File: src/rtl/jogo_pkg.sv
// Shared definitions for the game input path: FSM state codes, button codes
// and the one-hot validity check.
package jogo_pkg;

  typedef enum logic [3:0] {
    ESPERA         = 4'b0000,
    FILTRA_PRESS   = 4'b0001,
    REGISTRA       = 4'b0010,
    AGUARDA_SOLTAR = 4'b0011,
    FILTRA_SOLT    = 4'b0100
  } estado_t;

  localparam logic [3:0] NENHUM  = 4'b0000;
  localparam logic [3:0] BOTAO_0 = 4'b0001;
  localparam logic [3:0] BOTAO_1 = 4'b0010;
  localparam logic [3:0] BOTAO_2 = 4'b0100;
  localparam logic [3:0] BOTAO_3 = 4'b1000;

  function automatic logic eh_one_hot(input logic [3:0] v);
    return (v != NENHUM) && ((v & (v - 4'd1)) == NENHUM);
  endfunction

endpackage

File: src/rtl/sincronizador_2ff.sv
// Two-flop synchronizer for asynchronous inputs, cleared by synchronous reset.
module sincronizador_2ff #(
  parameter int unsigned WIDTH = 1
) (
  input  logic             clock,
  input  logic             reset,
  input  logic [WIDTH-1:0] d,
  output logic [WIDTH-1:0] q
);

  logic [WIDTH-1:0] s1;

  always_ff @(posedge clock) begin
    if (reset) begin
      s1 <= '0;
      q  <= '0;
    end else begin
      s1 <= d;
      q  <= s1;
    end
  end

endmodule

File: src/rtl/detector_jogada_botoes.sv
// Synchronizes, debounces and validates the four buttons, emitting one pulse per press.
// Optional: DETECTOR_MULTIPLO_ERRO_EN adds db_multiplo (multi-button press flag).
module detector_jogada_botoes
  import jogo_pkg::*;
#(
  parameter int unsigned DEBOUNCE_CYCLES = 2,
  parameter int unsigned CNT_W           = $clog2(DEBOUNCE_CYCLES + 1)
) (
  input  logic       clock,
  input  logic       reset,
  input  logic [3:0] botoes,
  input  logic       habilita,
  output logic [3:0] jogada,
  output logic       tem_jogada,
  output logic [3:0] db_estado
`ifdef DETECTOR_MULTIPLO_ERRO_EN
  , output logic     db_multiplo
`endif
);

  localparam logic [CNT_W-1:0] CNT_FIM = CNT_W'(DEBOUNCE_CYCLES - 1);

  estado_t          estado, estado_prox;
  logic [3:0]       s2, candidato, candidato_prox;
  logic [CNT_W-1:0] cnt, cnt_prox;

  sincronizador_2ff #(.WIDTH(4)) u_sinc (
    .clock (clock),
    .reset (reset),
    .d     (botoes),
    .q     (s2)
  );

  // jogada is loaded as REGISTRA is entered so it is valid alongside the pulse
  always_ff @(posedge clock) begin
    if (reset) begin
      estado    <= ESPERA;
      cnt       <= '0;
      candidato <= '0;
      jogada    <= '0;
    end else begin
      estado    <= estado_prox;
      cnt       <= cnt_prox;
      candidato <= candidato_prox;
      if (estado_prox == REGISTRA)
        jogada <= candidato;
    end
  end

  always_comb begin
    estado_prox    = estado;
    cnt_prox       = cnt;
    candidato_prox = candidato;
    case (estado)
      ESPERA: begin
        if (s2 != NENHUM) begin
          candidato_prox = s2;
          cnt_prox       = '0;
          estado_prox    = FILTRA_PRESS;
        end
      end
      FILTRA_PRESS: begin
        if (s2 != candidato)
          estado_prox = ESPERA;
        else if (cnt == CNT_FIM)
          estado_prox = (eh_one_hot(candidato) && habilita) ? REGISTRA : AGUARDA_SOLTAR;
        else
          cnt_prox = cnt + CNT_W'(1);
      end
      REGISTRA: estado_prox = AGUARDA_SOLTAR;
      AGUARDA_SOLTAR: begin
        if (s2 == NENHUM) begin
          cnt_prox    = '0;
          estado_prox = FILTRA_SOLT;
        end
      end
      FILTRA_SOLT: begin
        if (s2 != NENHUM)
          estado_prox = AGUARDA_SOLTAR;
        else if (cnt == CNT_FIM)
          estado_prox = ESPERA;
        else
          cnt_prox = cnt + CNT_W'(1);
      end
      default: estado_prox = ESPERA;
    endcase
  end

  always_comb begin
    tem_jogada = (estado == REGISTRA);
    db_estado  = estado;
  end

`ifdef DETECTOR_MULTIPLO_ERRO_EN
  always_ff @(posedge clock) begin
    if (reset)
      db_multiplo <= 1'b0;
    else
      db_multiplo <= (estado == FILTRA_PRESS) && (estado_prox == AGUARDA_SOLTAR)
                     && !eh_one_hot(candidato);
  end
`endif

endmodule

File: config.mk
export PLATFORM = sky130hd
export DESIGN_NAME = detector_jogada_botoes
export DESIGN_NICKNAME = d
export VERILOG_FILES = /design/src/rtl/jogo_pkg.sv /design/src/rtl/sincronizador_2ff.sv /design/src/rtl/detector_jogada_botoes.sv
export SDC_FILE = /design/constraint.sdc
export NUM_CORES = 1
export LEC_CHECK = 0
export BUFFER_PORTS_ARGS = -buffer_cell sky130_fd_sc_hd__buf_2
export CAP_MARGIN = 20
export CORE_MARGIN = 3
export CORE_UTILIZATION = 25
export DETAILED_ROUTE_END_ITERATION = 10
export SYNTH_ARGS = -nofsm -noshare
export SYNTH_HDL_FRONTEND = slang
export SYNTH_HIERARCHICAL = 1
export SYNTH_SLANG_ARGS = --single-unit
File: constraint.sdc
create_clock -name clock -period 1.6 [get_ports clock]
set_input_delay 0 -clock clock [delete_from_list [all_inputs] [get_ports clock]]
set_output_delay 0 -clock clock [all_outputs]
set_load 0.01 [all_outputs]
==> run metrics <==
Final Max Slew Viols 0; Post-Synthesis Cells between 100 and 150; DRT iter0 DRCs 43; RSZ-0062 raised after global routing yes; Final Wtd Congestion 0.988; Netlist cell types 33; Fmax 0.607 GHz; P per Cell Area 773 nW/µm²; cell-by-cell trace of the critical path nor4_4 -> buf_4 -> nand3_2 -> o41ai_2 -> o31ai_1 -> buf_4 -> mux2_2; leakage power total between 0.5 and 0.6 nW; initial core utilization 0.270; maxcap violations 0; final worst slack -0.0468 ns; routed vias roughly 910; Detailed Routing Iterations Pass 1 4; Synth Area per Inst 9.32 µm²; Vias/cell 4.70; vias in the first global route approximately 900; Final Cell Area between 1000 and 1500 µm²; Req. time, crit path 1.76 ns; initial antenna violation count 0; pin count of the biggest net entering global routing 20; Skew-Pair Late Insertion Delay 0.26 ns; Worst-Margin Slew 0.495 ns; syn_nets 118; WL/cell 12.2 µm; filler cell count 382; Final ANT Viol Nets 0; post-synth top area cell dfxtp_1; slowest stage cell, crit path dfxtp_4; first-pass GRT wire length ~4000 µm; DIE AREA 4900 µm²; Syn Std Cell Area 1020 µm²; Hold Crit Class input port to flip-flop; # H-tree levels 1; die height ~70 µm; critical path type flip-flop to flip-flop; Most common cell on crit path buf_4; Synth top area share 0.430; Post-Route WL 2370 µm; crit path capture type flip-flop; Diodes inserted 0; sequential area share after synthesis 0.430; FF/Latch Area approximately 460 µm²; worst-case vdd ir drop 0.322 mV; post-detail-place hpwl between 1500 and 2000 µm; Startpoint Class flip-flop; GRT Util Overall 0.0974; # IOs 16; setup TNS -0.199 ns; setup violators final 6; failing checks setup timing; clock sink total 22; CTS Buffer Depth 2; Cell Rows 22; CTS tree done; Post-synth EDFFs 0; Synth Flop Type dfxtp_1; Layout Nets 155; YS warnings 6; Port Buf Inserts 15; Post-route DRC 0; status complete, but fails checks; crit share post-route 1.03; delay of the slowest critical-path stage approximately 0.36 ns; top post-synthesis cells by area dfxtp_1 43%, nor2_1 6.6%, nor2b_1 6.1%; crit-path max FO 3; Tmin final 1.65 ns; CTS Buf Count 3; GRT overflow 0; Worst-path clk slew 0.08 ns; die width 70.0 µm; Max-slew headroom 0.668; Core Footprint ~3800 µm²; Layout area overhead 42.2%; async set-or-reset flop fraction in the synthesized netlist 0; Final Hold Violating Endpoints 0; Placed Area 1250 µm²; area of the multi-input gates 619 µm²; Synth Register Bits 22; final worst clock skew 0.00344 ns; Root Driver clkbuf_8; fraction of layout cells with a size suffix above 1 0.438; crit path DAT 1.80 ns
sequential cells by signal (all words and copies together), names as in the netlist:
name	flops
u_sinc/q	4
cnt	2
u_sinc/s1	4
db_estado	4
jogada	4
candidato	4
path summary, 6_finish.rpt:
check	from	end	slack [ns]	cells after the start
max	u_sinc/q[0]	cnt[0]	-0.05	7
min	reset	candidato[2]	0.11	2
max reg2reg	u_sinc/q[0]	cnt[0]	-0.05	7
min reg2reg	u_sinc/s1[3]	u_sinc/q[3]	0.44	1
metrics by stage:
stage / hold WS [ns] / utilization / worst slack [ns] / power [W] / cells
final: 0.112 / 0.384 / -0.0468 / 0.00113 / 194
after global routing: 0.133 / 0.384 / -0.157 / 0.00117 / 194
after CTS: 0.112 / 0.363 / -0.0133 / 0.00112 / 193
after detailed placement: 0.216 / 0.328 / -0.0690 / 0.000710 / 183
after global placement: 0.206 / 0.328 / -0.0380 / 0.000707 / 183
after floorplan: 0.0716 / - / 0.00276 / 0.000663 / 110
timing repair:
action	in CTS	in global routing
endpoints found under the hold margin	4	0
setup buffers	2	2
endpoints found under the setup margin	6	8
pin swaps	3	6
hold buffers	4	0
gates resized for setup	11	14
synthesized netlist by cell type, drive strengths merged (3+ instances only):
cell and count:
nor2 18, clkbuf 3, nand3 3, buf 3, nand2 5, dfxtp 22, mux2i 4, nor4 5
a22oi 4, nor2b 10, nor4b 3, o21ai 4, xnor2 4
placed cells by master, fill, tap and decap left out, types with 3 or more instances in the layout:
cell,count
buf_4,19
nor2_1,17
buf_2,15
dfxtp_1,12
nor2b_1,10
dfxtp_2,8
nand2_1,5
a22oi_1,4
mux2i_1,4
clkbuf_8,4
dlygate4sd3_1,4
xnor2_2,3
o21ai_0,3
cell families (layout without fill, tap and decap cells):
family,count (synthesis),after routing,share of synthesized area
AOI/OAI and AO/OA,16,16,0.105
xor gates and xnor gates,6,6,0.0513
adders and majority gates,1,1,0.0122
buffers and inverters,8,44,0.0391
DFF,22,22,0.430
muxes,6,6,0.0611
other,1,1,0.00366
and+or+nand+nor,50,50,0.298
where the power goes:
| part | switching (W) | internal, W | leakage (nW) | total, W |
|---|---|---|---|---|
| clock | 0.000177 | 0.000219 | 0.0288 | 0.000396 |
| sequential | 0.0000200 | 0.000562 | 0.185 | 0.000582 |
| combinational | 0.0000675 | 0.0000817 | 0.376 | 0.000149 |
| total | 0.000264 | 0.000863 | 0.590 | 0.00113 |
layer usage:
metal | routed length [µm] | track usage | up-vias
met5 | 0 | 0 | -
met2 | 1270 | 0.174 | 18
met1 | 986 | 0.111 | 437
li1 | - | - | 457
met4 | 0 | 0.0277 | 0
met3 | 114 | 0.0302 | 0
area by class of cell:
class	count	share of cell area
Multi-Input combinational cell	80	0.425
Clock buffer	4	0.0378
Tap cell	48	0.0412
Timing Repair Buffer	38	0.177
Inverter	2	0.00515
Sequential cell	22	0.314
critical path, delay by kind of cell (launching register included):
kind,cells,cell delay (ns)
AOI/OAI and AO/OA,2,0.17
buffers and inverters,2,0.33
DFF,1,0.36
muxes,1,0.25
and+or+nand+nor,2,0.43
No activity file was read; power rests on OpenSTA's default activity.
